### src/rtl/pcie_tlp_pkg.sv
// TLP encodings, header field positions and decoder FSM states shared by the
// receive-side request decoder.
package pcie_tlp_pkg;

    localparam logic [1:0] FmtRd3 = 2'b00;
    localparam logic [1:0] FmtRd4 = 2'b01;
    localparam logic [1:0] FmtWr3 = 2'b10;
    localparam logic [1:0] FmtWr4 = 2'b11;

    localparam logic [4:0] TypeMem = 5'b00000;

    // DW0 field LSBs
    localparam int unsigned Dw0FmtLsb  = 29;
    localparam int unsigned Dw0TypeLsb = 24;
    localparam int unsigned Dw0TcLsb   = 20;
    localparam int unsigned Dw0AttrLsb = 12;
    localparam int unsigned Dw0LenLsb  = 0;

    // DW1 field LSBs
    localparam int unsigned Dw1ReqIdLsb   = 16;
    localparam int unsigned Dw1TagLsb     = 8;
    localparam int unsigned Dw1LastBeLsb  = 4;
    localparam int unsigned Dw1FirstBeLsb = 0;

    typedef enum logic [2:0] {
        StHdr,
        StAdr3,
        StAdr4,
        StDat4,
        StRdHold,
        StDrop
    } rx_state_e;

    function automatic logic fmt_is_4dw(input logic [1:0] fmt);
        return (fmt == FmtRd4) || (fmt == FmtWr4);
    endfunction

    function automatic logic fmt_is_write(input logic [1:0] fmt);
        return (fmt == FmtWr3) || (fmt == FmtWr4);
    endfunction

endpackage

### src/rtl/pcie_rx_req_decoder_if.sv
// Receive stream plus register-write and read-request channels of the decoder.
interface pcie_rx_req_decoder_if #(
    parameter int unsigned ADDR_W = 10
);

    logic [63:0]       m_axis_rx_tdata;
    logic [7:0]        m_axis_rx_tkeep;
    logic              m_axis_rx_tlast;
    logic              m_axis_rx_tvalid;
    logic              m_axis_rx_tready;
    logic [21:0]       m_axis_rx_tuser;

    logic              wr_en;
    logic [ADDR_W-1:0] wr_addr;
    logic [31:0]       wr_data;
    logic [3:0]        wr_be;

    logic              rd_valid;
    logic              rd_ready;
    logic [ADDR_W-1:0] rd_addr;
    logic [15:0]       rd_req_id;
    logic [7:0]        rd_tag;
    logic [2:0]        rd_tc;
    logic [1:0]        rd_attr;
    logic [3:0]        rd_be;

    modport slave (
        input  m_axis_rx_tdata, m_axis_rx_tkeep, m_axis_rx_tlast, m_axis_rx_tvalid,
        input  m_axis_rx_tuser, rd_ready,
        output m_axis_rx_tready,
        output wr_en, wr_addr, wr_data, wr_be,
        output rd_valid, rd_addr, rd_req_id, rd_tag, rd_tc, rd_attr, rd_be
    );

    modport master (
        output m_axis_rx_tdata, m_axis_rx_tkeep, m_axis_rx_tlast, m_axis_rx_tvalid,
        output m_axis_rx_tuser, rd_ready,
        input  m_axis_rx_tready,
        input  wr_en, wr_addr, wr_data, wr_be,
        input  rd_valid, rd_addr, rd_req_id, rd_tag, rd_tc, rd_attr, rd_be
    );

endinterface

### src/rtl/pcie_rx_req_decoder.sv
// Parses inbound TLPs: single-DW MWr becomes a register write strobe, single-DW MRd a held
// read request for the completion generator; everything else is consumed and dropped.
module pcie_rx_req_decoder
    import pcie_tlp_pkg::*;
#(
    parameter int unsigned ADDR_W   = 10,
    parameter logic [6:0]  BAR_MASK = 7'b0000001
) (
    input logic                  user_clk,
    input logic                  user_reset,
    pcie_rx_req_decoder_if.slave rx
);

    rx_state_e state_q, state_d;

    logic              tready_q;
    logic              xfer;
    logic              tlast;
    logic [31:0]       dw_lo, dw_hi;
    logic [1:0]        fmt;
    logic              hdr_ok;
    logic [ADDR_W-1:0] adr_lo, adr_hi;

    // Header fields held from the header beat until the request executes
    logic              is_wr_q;
    logic [3:0]        fbe_q;
    logic [15:0]       req_id_q;
    logic [7:0]        tag_q;
    logic [2:0]        tc_q;
    logic [1:0]        attr_q;
    logic [ADDR_W-1:0] addr4_q;
    logic              tail_q, tail_d;

    logic              wr_en_q;
    logic [ADDR_W-1:0] wr_addr_q;
    logic [31:0]       wr_data_q;
    logic [3:0]        wr_be_q;
    logic              rd_valid_q;
    logic [ADDR_W-1:0] rd_addr_q;
    logic [15:0]       rd_req_id_q;
    logic [7:0]        rd_tag_q;
    logic [2:0]        rd_tc_q;
    logic [1:0]        rd_attr_q;
    logic [3:0]        rd_be_q;

    logic              wr_fire, rd_load, rd_done;
    logic [ADDR_W-1:0] wr_addr_n, rd_addr_n;
    logic [31:0]       wr_data_n;
    logic              unused_bits;

    assign xfer    = rx.m_axis_rx_tvalid & tready_q;
    assign tlast   = rx.m_axis_rx_tlast;
    assign dw_lo   = rx.m_axis_rx_tdata[31:0];
    assign dw_hi   = rx.m_axis_rx_tdata[63:32];
    assign fmt     = dw_lo[Dw0FmtLsb +: 2];
    assign adr_lo  = dw_lo[ADDR_W+1:2];
    assign adr_hi  = dw_hi[ADDR_W+1:2];
    assign rd_done = rd_valid_q & rx.rd_ready;

    assign hdr_ok = (dw_lo[Dw0TypeLsb +: 5] == TypeMem) &&
                    (dw_lo[Dw0LenLsb +: 10] == 10'd1) &&
                    (dw_hi[Dw1LastBeLsb +: 4] == 4'h0) &&
                    ((rx.m_axis_rx_tuser[8:2] & BAR_MASK) != 7'd0);

    assign unused_bits = ^{rx.m_axis_rx_tkeep, rx.m_axis_rx_tuser, rx.m_axis_rx_tdata};

    always_comb begin
        state_d   = state_q;
        tail_d    = tail_q;
        wr_fire   = 1'b0;
        rd_load   = 1'b0;
        wr_addr_n = adr_lo;
        wr_data_n = dw_hi;
        rd_addr_n = adr_lo;
        unique case (state_q)
            StHdr: begin
                // An accepted header that already carries tlast is truncated: stay put
                if (xfer && !tlast) begin
                    if (hdr_ok) state_d = fmt_is_4dw(fmt) ? StAdr4 : StAdr3;
                    else        state_d = StDrop;
                end
            end
            StAdr3: begin
                if (xfer) begin
                    if (is_wr_q) begin
                        wr_fire = 1'b1;
                        state_d = tlast ? StHdr : StDrop;
                    end else begin
                        rd_load = 1'b1;
                        tail_d  = !tlast;
                        state_d = StRdHold;
                    end
                end
            end
            StAdr4: begin
                if (xfer) begin
                    if (is_wr_q) begin
                        state_d = tlast ? StHdr : StDat4;
                    end else begin
                        rd_load   = 1'b1;
                        rd_addr_n = adr_hi;
                        tail_d    = !tlast;
                        state_d   = StRdHold;
                    end
                end
            end
            StDat4: begin
                if (xfer) begin
                    wr_fire   = 1'b1;
                    wr_addr_n = addr4_q;
                    wr_data_n = dw_lo;
                    state_d   = tlast ? StHdr : StDrop;
                end
            end
            StRdHold: begin
                // A read that lacked tlast still has beats to swallow afterwards
                if (rd_done) state_d = tail_q ? StDrop : StHdr;
            end
            StDrop: begin
                if (xfer && tlast) state_d = StHdr;
            end
            default: state_d = StHdr;
        endcase
    end

    always_ff @(posedge user_clk) begin
        if (user_reset) begin
            state_q     <= StHdr;
            tready_q    <= 1'b0;
            tail_q      <= 1'b0;
            is_wr_q     <= 1'b0;
            fbe_q       <= '0;
            req_id_q    <= '0;
            tag_q       <= '0;
            tc_q        <= '0;
            attr_q      <= '0;
            addr4_q     <= '0;
            wr_en_q     <= 1'b0;
            wr_addr_q   <= '0;
            wr_data_q   <= '0;
            wr_be_q     <= '0;
            rd_valid_q  <= 1'b0;
            rd_addr_q   <= '0;
            rd_req_id_q <= '0;
            rd_tag_q    <= '0;
            rd_tc_q     <= '0;
            rd_attr_q   <= '0;
            rd_be_q     <= '0;
        end else begin
            state_q  <= state_d;
            tready_q <= (state_d != StRdHold);
            tail_q   <= tail_d;
            wr_en_q  <= wr_fire;
            if (state_q == StHdr && xfer) begin
                is_wr_q  <= fmt_is_write(fmt);
                fbe_q    <= dw_hi[Dw1FirstBeLsb +: 4];
                req_id_q <= dw_hi[Dw1ReqIdLsb +: 16];
                tag_q    <= dw_hi[Dw1TagLsb +: 8];
                tc_q     <= dw_lo[Dw0TcLsb +: 3];
                attr_q   <= dw_lo[Dw0AttrLsb +: 2];
            end
            if (state_q == StAdr4 && xfer) addr4_q <= adr_hi;
            if (wr_fire) begin
                wr_addr_q <= wr_addr_n;
                wr_data_q <= wr_data_n;
                wr_be_q   <= fbe_q;
            end
            if (rd_load) begin
                rd_valid_q  <= 1'b1;
                rd_addr_q   <= rd_addr_n;
                rd_req_id_q <= req_id_q;
                rd_tag_q    <= tag_q;
                rd_tc_q     <= tc_q;
                rd_attr_q   <= attr_q;
                rd_be_q     <= fbe_q;
            end else if (rd_done) begin
                rd_valid_q <= 1'b0;
            end
        end
    end

    assign rx.m_axis_rx_tready = tready_q;
    assign rx.wr_en            = wr_en_q;
    assign rx.wr_addr          = wr_addr_q;
    assign rx.wr_data          = wr_data_q;
    assign rx.wr_be            = wr_be_q;
    assign rx.rd_valid         = rd_valid_q;
    assign rx.rd_addr          = rd_addr_q;
    assign rx.rd_req_id        = rd_req_id_q;
    assign rx.rd_tag           = rd_tag_q;
    assign rx.rd_tc            = rd_tc_q;
    assign rx.rd_attr          = rd_attr_q;
    assign rx.rd_be            = rd_be_q;

endmodule
### src/flat_wrapper.sv
// flat-port wrapper written by rule: the top's interface ports become plain ports
module pcie_rx_req_decoder_flat import pcie_tlp_pkg::*;
#(
    parameter int unsigned ADDR_W   = 10,
    parameter logic [6:0]  BAR_MASK = 7'b0000001
)
  (user_clk, user_reset, rx_m_axis_rx_tdata, rx_m_axis_rx_tkeep, rx_m_axis_rx_tlast, rx_m_axis_rx_tvalid, rx_m_axis_rx_tuser, rx_rd_ready, rx_m_axis_rx_tready, rx_wr_en, rx_wr_addr, rx_wr_data, rx_wr_be, rx_rd_valid, rx_rd_addr, rx_rd_req_id, rx_rd_tag, rx_rd_tc, rx_rd_attr, rx_rd_be);
  pcie_rx_req_decoder_if #(.ADDR_W(ADDR_W)) rx_i ();
  input logic user_clk;
  input logic user_reset;
  input wire logic [$bits(rx_i.m_axis_rx_tdata)-1:0] rx_m_axis_rx_tdata;
  input wire logic [$bits(rx_i.m_axis_rx_tkeep)-1:0] rx_m_axis_rx_tkeep;
  input wire logic [$bits(rx_i.m_axis_rx_tlast)-1:0] rx_m_axis_rx_tlast;
  input wire logic [$bits(rx_i.m_axis_rx_tvalid)-1:0] rx_m_axis_rx_tvalid;
  input wire logic [$bits(rx_i.m_axis_rx_tuser)-1:0] rx_m_axis_rx_tuser;
  input wire logic [$bits(rx_i.rd_ready)-1:0] rx_rd_ready;
  output wire logic [$bits(rx_i.m_axis_rx_tready)-1:0] rx_m_axis_rx_tready;
  output wire logic [$bits(rx_i.wr_en)-1:0] rx_wr_en;
  output wire logic [$bits(rx_i.wr_addr)-1:0] rx_wr_addr;
  output wire logic [$bits(rx_i.wr_data)-1:0] rx_wr_data;
  output wire logic [$bits(rx_i.wr_be)-1:0] rx_wr_be;
  output wire logic [$bits(rx_i.rd_valid)-1:0] rx_rd_valid;
  output wire logic [$bits(rx_i.rd_addr)-1:0] rx_rd_addr;
  output wire logic [$bits(rx_i.rd_req_id)-1:0] rx_rd_req_id;
  output wire logic [$bits(rx_i.rd_tag)-1:0] rx_rd_tag;
  output wire logic [$bits(rx_i.rd_tc)-1:0] rx_rd_tc;
  output wire logic [$bits(rx_i.rd_attr)-1:0] rx_rd_attr;
  output wire logic [$bits(rx_i.rd_be)-1:0] rx_rd_be;
  assign rx_i.m_axis_rx_tdata = rx_m_axis_rx_tdata;
  assign rx_i.m_axis_rx_tkeep = rx_m_axis_rx_tkeep;
  assign rx_i.m_axis_rx_tlast = rx_m_axis_rx_tlast;
  assign rx_i.m_axis_rx_tvalid = rx_m_axis_rx_tvalid;
  assign rx_i.m_axis_rx_tuser = rx_m_axis_rx_tuser;
  assign rx_i.rd_ready = rx_rd_ready;
  assign rx_m_axis_rx_tready = rx_i.m_axis_rx_tready;
  assign rx_wr_en = rx_i.wr_en;
  assign rx_wr_addr = rx_i.wr_addr;
  assign rx_wr_data = rx_i.wr_data;
  assign rx_wr_be = rx_i.wr_be;
  assign rx_rd_valid = rx_i.rd_valid;
  assign rx_rd_addr = rx_i.rd_addr;
  assign rx_rd_req_id = rx_i.rd_req_id;
  assign rx_rd_tag = rx_i.rd_tag;
  assign rx_rd_tc = rx_i.rd_tc;
  assign rx_rd_attr = rx_i.rd_attr;
  assign rx_rd_be = rx_i.rd_be;
  pcie_rx_req_decoder #(.ADDR_W(ADDR_W), .BAR_MASK(BAR_MASK)) u_core (.user_clk(user_clk), .user_reset(user_reset), .rx(rx_i));
endmodule
### config.mk
export PLATFORM = sky130hd
export DESIGN_NAME = pcie_rx_req_decoder_flat
export DESIGN_NICKNAME = d
export VERILOG_FILES = /design/src/rtl/pcie_tlp_pkg.sv /design/src/rtl/pcie_rx_req_decoder_if.sv /design/src/rtl/pcie_rx_req_decoder.sv /design/src/flat_wrapper.sv
export SDC_FILE = /design/constraint.sdc
export NUM_CORES = 1
export LEC_CHECK = 0
export CORE_ASPECT_RATIO = 1.1
export CORE_MARGIN = 4
export CORE_UTILIZATION = 41
export DETAILED_ROUTE_END_ITERATION = 10
export GPL_ROUTABILITY_DRIVEN = 0
export PLACE_DENSITY = 0.77
export SLEW_MARGIN = 25
export SYNTH_ARGS = -nofsm -noshare
export SYNTH_HDL_FRONTEND = slang
export SYNTH_SLANG_ARGS = --single-unit
### constraint.sdc
create_clock -name user_clk -period 1.65 [get_ports user_clk]
set_input_delay 0.2475 -clock user_clk [delete_from_list [all_inputs] [get_ports user_clk]]
set_output_delay 0.2475 -clock user_clk [all_outputs]
set_load 0.03 [all_outputs]
; After elaboration in Yosys (flattened, before gate mapping)
; Cells that the tools add are included.
[word_totals]
register_bits = 140
in_bits = 99
output_inout_bits = 92
elab_cells = 80
[op_classes]
n_eq_ne = 10
n_mux = 30
bitwise = 3
reduce_logical = 16
[op_table]
columns = operator, n
row1 = 32-bit two-way mux, 2
row2 = 10-bit two-way mux, 5
row3 = 3-bit two-way mux, 11
row4 = 3-bit one-hot mux with 6 select lines, 1
row5 = "10-bit by 1-bit == test with 1-bit output, second input constant", 1
row6 = 1-bit two-way mux, 8
row7 = 1-bit logical AND, 7
row8 = "3-bit by 2-bit == test with 1-bit output, second input constant", 2
row9 = "3-bit == test, second input constant", 2
row10 = 5-bit logical NOT, 1
row11 = "2-bit == test, second input constant", 2
row12 = 4-bit logical NOT, 1
row13 = 2-bit two-way mux, 2
row14 = "3-bit by 1-bit == test with 1-bit output, second input constant", 1
row15 = 3-bit logical NOT, 1
row16 = "3-bit inequality test, second input constant", 1
row17 = 3-bit AND reduction, 1
row18 = 1-bit bitwise AND, 2
row19 = "2-bit by 1-bit == test with 1-bit output, second input constant", 1
row20 = 1-bit logical OR, 2
row21 = 1-bit one-hot mux with 2 select lines, 1
row22 = 2-bit nonzero test, 1
row23 = 2-bit OR reduction, 1
row24 = 1-bit logical NOT, 1
row25 = 1-bit NOT, 1

; Depth between registers and ports, before layout
[depth]
ltp_word = 8
ltp_mapped = 7
mapped_depth_nobuf = 5

; Least setup slack after synthesis
; OpenSTA, ideal clock, no wires.
[synth_timing]
kind = register to register
start = register u_core.tready_q, in the netlist u_core.rx.m_axis_rx_tready
end = register u_core.wr_data_q[0], in the netlist u_core.rx.wr_data[0]
setup_ns = 0.086
arrival_ns = 1.863
t_required_ns = 1.564
path_slack_ns = -0.299
stages_incl_launch_ff = 7
path_buffers = 2
synth_period_minus_slack_ns = 1.949
path_cell_list = dfxtp_1 -> nand2_2 -> or4_1 -> buf_2 -> buf_6 -> mux2i_1 -> a211oi_1
[synth_via]
elab_chain_cells = 3
word_cells_on_any_way = 6
classes_between = 5 x mux / 1 x bitwise
[synth_lines]
columns = item, line
row1 = from (decl), pcie_rx_req_decoder.sv:16  ; logic tready_q;
row2 = from (signal assigned), pcie_rx_req_decoder.sv:151  ; tready_q <= (state_d != StRdHold);
row3 = 1-bit bitwise AND (*), pcie_rx_req_decoder.sv:51  ; assign xfer = rx.m_axis_rx_tvalid & tready_q;
row4 = 1-bit two-way mux (tied with other cells), pcie_rx_req_decoder.sv:108  ; if (xfer) begin
row5 = 1-bit one-hot mux with 2 select lines / 32-bit two-way mux (equally long branches), pcie_rx_req_decoder.sv:75  ; unique case (state_q)
row6 = to (signal assigned), pcie_rx_req_decoder.sv:165  ; wr_data_q <= wr_data_n;
row7 = to (decl), pcie_rx_req_decoder.sv:36  ; logic [31:0] wr_data_q;
; Mark *: on every way between the ends. The rest lies on a longest branch, timed or not.
; A chain may end at the register's enable or synchronous reset.

; Worst setup path after layout
[layout_timing]
start = register u_core.state_q[2]
end = register u_core.wr_data_q[31], in the netlist u_core.rx.wr_data[31]
[layout_via]
elab_chain_cells = 2
word_cells_on_any_way = 4
classes_between = 2 x eq/ne / 2 x mux
[layout_lines]
columns = item, line
row1 = from (decl), pcie_rx_req_decoder.sv:14  ; rx_state_e state_q, state_d;
row2 = from (signal assigned), pcie_rx_req_decoder.sv:128  ; state_q <= StHdr;
row3 = from (signal assigned), pcie_rx_req_decoder.sv:150  ; state_q <= state_d;
row4 = 3-bit by 2-bit == test with 1-bit output / 3-bit by 1-bit == test with 1-bit output (equally long branches), pcie_rx_req_decoder.sv:75
row5 = 1-bit one-hot mux with 2 select lines / 32-bit two-way mux (equally long branches), pcie_rx_req_decoder.sv:75
; Parallel ways exist; a longest one is shown, timed or not.

==> qor.txt <==
Cell variety after synth -> 36
RSZ-0062 raised after global routing -> yes
sequential share of the synthesized area -> 0.510
max-capacitance violation count -> 0
hold violation total from the final report -> 0
Final Non-Filler Cells -> 1019
worst slack, placed -> -0.452 ns
DRC viols -> 0
mapped cell area -> 0.00549 mm2
Detailed Routing Iterations Pass 1 -> 7
XOR/XNOR share of the synthesized area -> 0.00159
final setup violation count -> 49
die area -> 0.0153 mm2
Pwr Total -> 8.34 mW
post-placement cell area -> 0.00765 mm2
Setup crit end kind -> register
final net count -> 944
Fmax -> 578 MHz
Num CTS Buffers -> 17
post-route minimum period -> 1.73 ns
Worst VDD drop -> 0.540 mV
gr usage total -> 0.245
Iter 0 DRT Violations -> 536
Clk pin slew, worst setup/hold paths -> 0.06 ns
io pins -> 191
CTS tree -> done
fraction of layout cells with a size suffix above 1 -> 0.185
run status -> finished, violations left
Clock Tree Buf Depth -> 2
worst path buffer plus inverter count -> 2
chip width -> 118 um
Worst Hold Class -> in2reg
Startpoint Class -> register
Max Clock Skew -> 0.00753 ns
post-synthesis adder-cell area fraction -> 0
flop2flop setup slack -> -0.08 ns
WP data arrival -> 2.06 ns
Mapped Cells -> 643
Post-DRT Antenna Nets -> 0
CP top delay family -> simple AND/OR/NAND/NOR gates
post-synthesis register bit count -> 140
first-pass GRT wire length -> 29500 um
Synth Area in Compound Gates -> 0.169
fin crit share -> 1.05
Skew-Pair Late Insertion Delay -> 0.41 ns
Final Max Tran Viols -> 0
CTS sink count -> 140
Slew headroom -> 0.706
violated checks -> setup timing
final core occ -> 0.656
H-Tree Depth -> 4
total wire length -> 19600 um
syn_area_per_cell -> 8.54 um2
worst path required time -> 1.98 ns
multiplexer share of the synthesized area -> 0.0820
leakage -> 3.78 nW
dpl cells -> 970
Syn. warnings -> 0
WL/cell -> 19.3 um
largest net degree at the start of global routing -> 45
Antenna diodes -> 0
power density over the cells -> 967 mW/mm2
starting density of the core -> 0.418
GRT overflow -> 0
vias per cell -> 5.55
Worst Path Max Fanout -> 7
Buffers on Ports -> 161
post-synthesis simple-gate area fraction -> 0.195
routed via count -> 5658
CP cell instances -> or4_4, buf_4, buf_16, mux2i_1, a211oi_1
Final WS setup -> -0.0791 ns
largest family of logic cells by synthesized area -> simple AND/OR/NAND/NOR gates
syn_nets -> 742
Area Growth Syn to Fin -> 57.1%
num rows -> 44
die height -> 129 um
Core Region -> 0.0132 mm2
max incr delay on CP -> 0.61 ns
root buffer cell -> clkbuf_16
initial antenna violation count -> 0
HPWL after DPL -> 12600 um
vias in the first global route -> 5675
slowest CP cell -> or4_4
Hold-fix buffers, CTS -> 0
actual slew at the worst max-slew pin -> 0.441 ns
WS Path Type -> reg2reg
design area -> 0.00863 mm2
timing repair:
action / CTS / global route
endpoints found under the setup margin: 173 / 114
gates resized for setup: 107 / 44
pin swaps: 4 / 3
setup buffers: 7 / 6
cloned: 3 / 1
final timing paths:
check                               start                                 end  cells after the start
min                            user_reset     u_core.rx.rd_valid$_SDFFE_PP0P_                      2
max          u_core.state_q[2]$_SDFF_PP0_  u_core.rx.wr_data[31]$_SDFFE_PP0P_                      5
max reg2reg  u_core.state_q[2]$_SDFF_PP0_  u_core.rx.wr_data[31]$_SDFFE_PP0P_                      5
min reg2reg  u_core.tag_q[7]$_SDFFE_PP0P_    u_core.rx.rd_tag[7]$_SDFFE_PP0P_                      2
power by group:
part	total, mW	internal, mW	switching, mW	leakage (nW)
sequential	3.49	3.44	0.0488	1.13
combinational	0.680	0.335	0.345	2.34
clock	4.17	2.69	1.48	0.307
total	8.34	6.47	1.88	3.78
cell type report:
type,instances,area (um2)
inverters,1,3.75
repair buffers,234,2290
clock buffers,18,429
fillers,1009,4530
multi-input cells,451,2680
flip-flops and latches,140,2820
well taps,161,201
clock inverters,14,215
metal layers:
metal,vias to the layer above,track usage,share of wire
met5,-,0,0
met4,0,0.125,0.043
met3,61,0.0690,0.063
met2,251,0.415,0.50
met1,2722,0.286,0.39
li1,2624,-,-
worst reg2reg max path, stage by stage (launching register included):
cell	delay, ns
dfxtp_2	0.38
or4_4	0.61
buf_4	0.18
buf_16	0.14
mux2i_1	0.11
a211oi_1	0.23
placed cells by master, fill, tap and decap left out, types with 2 or more instances in the layout:
master	Yosys	layout
clkdlybuf4s50_1	0	67
buf_12	0	11
a211oi_1	42	37
nor2b_1	3	3
dfxtp_1	140	135
or4_4	0	3
o221ai_2	0	5
buf_4	3	54
a211oi_2	0	5
nor2_2	0	2
buf_6	3	5
a21oi_1	94	74
nor2_1	53	51
or4_1	5	2
dlymetal6s2s_1	0	2
buf_16	0	2
nor3b_1	2	2
a31oi_1	3	3
nor4_4	1	3
a21oi_2	0	20
clkinv_2	0	2
dfxtp_4	0	4
inv_6	0	2
mux2i_1	45	43
nand2_1	166	165
clkinvlp_4	0	3
clkbuf_16	0	18
nand3_1	3	3
or3_1	3	2
dlygate4sd2_1	0	91
bufinv_16	0	5
o221ai_1	10	5
nor4_1	3	3
state kept, by name, summed over array words and instances (netlist names), 3 cells and up:
signal / count
u_core.tc_q: 3
u_core.tag_q: 8
u_core.rx.rd_tag: 8
u_core.state_q: 3
u_core.fbe_q: 4
u_core.req_id_q: 16
u_core.rx.rd_req_id: 16
u_core.addr4_q: 10
u_core.rx.wr_addr: 10
u_core.rx.rd_tc: 3
u_core.rx.wr_be: 4
u_core.rx.rd_be: 4
u_core.rx.wr_data: 32
u_core.rx.rd_addr: 10
synth_stat cells (all sizes together):
cell type  instances  area, um2
a21oi             94        470
o221ai            10       87.6
nand3b             1       7.51
nand2b             2       12.5
nor2b              3       18.8
nor4b              1       8.76
nand3              3       15.0
and3               1       6.26
nor3b              2       15.0
a21o               1       7.51
nor2              54        210
or4                5       37.5
a211oi            42        315
clkbuf            35        131
o21ai              2       10.0
nand2            167        629
mux2i             45        450
o211ai             1       7.51
nor3               1       10.0
and4               1       8.76
a31oi              3       18.8
nor4               6       65.1
xnor2              1       8.76
buf               16        101
or3                3       18.8
o32ai              1       8.76
inv                1       3.75
nand4              1       6.26
dfxtp            140       2800
cell families (layout without fill, tap and decap cells):
| logic type | after synthesis | in the layout |
|---|---|---|
| flops | 140 | 140 |
| compound gates | 154 | 154 |
| simple gates | 251 | 251 |
| xor+xnor | 1 | 1 |
| mux | 45 | 45 |
| buf+inv | 52 | 267 |
per-stage QoR:
step	setup TNS, ns	hold slack (ns)
2_1_floorplan	0	0.343
3_3_place_gp	-41.73	0.436
3_5_place_dp	-46.66	0.444
4_1_cts	-0.535	0.254
5_1_grt	-4.56	0.280
6_report	-1.24	0.273
No activity file was read; power rests on OpenSTA's default activity.
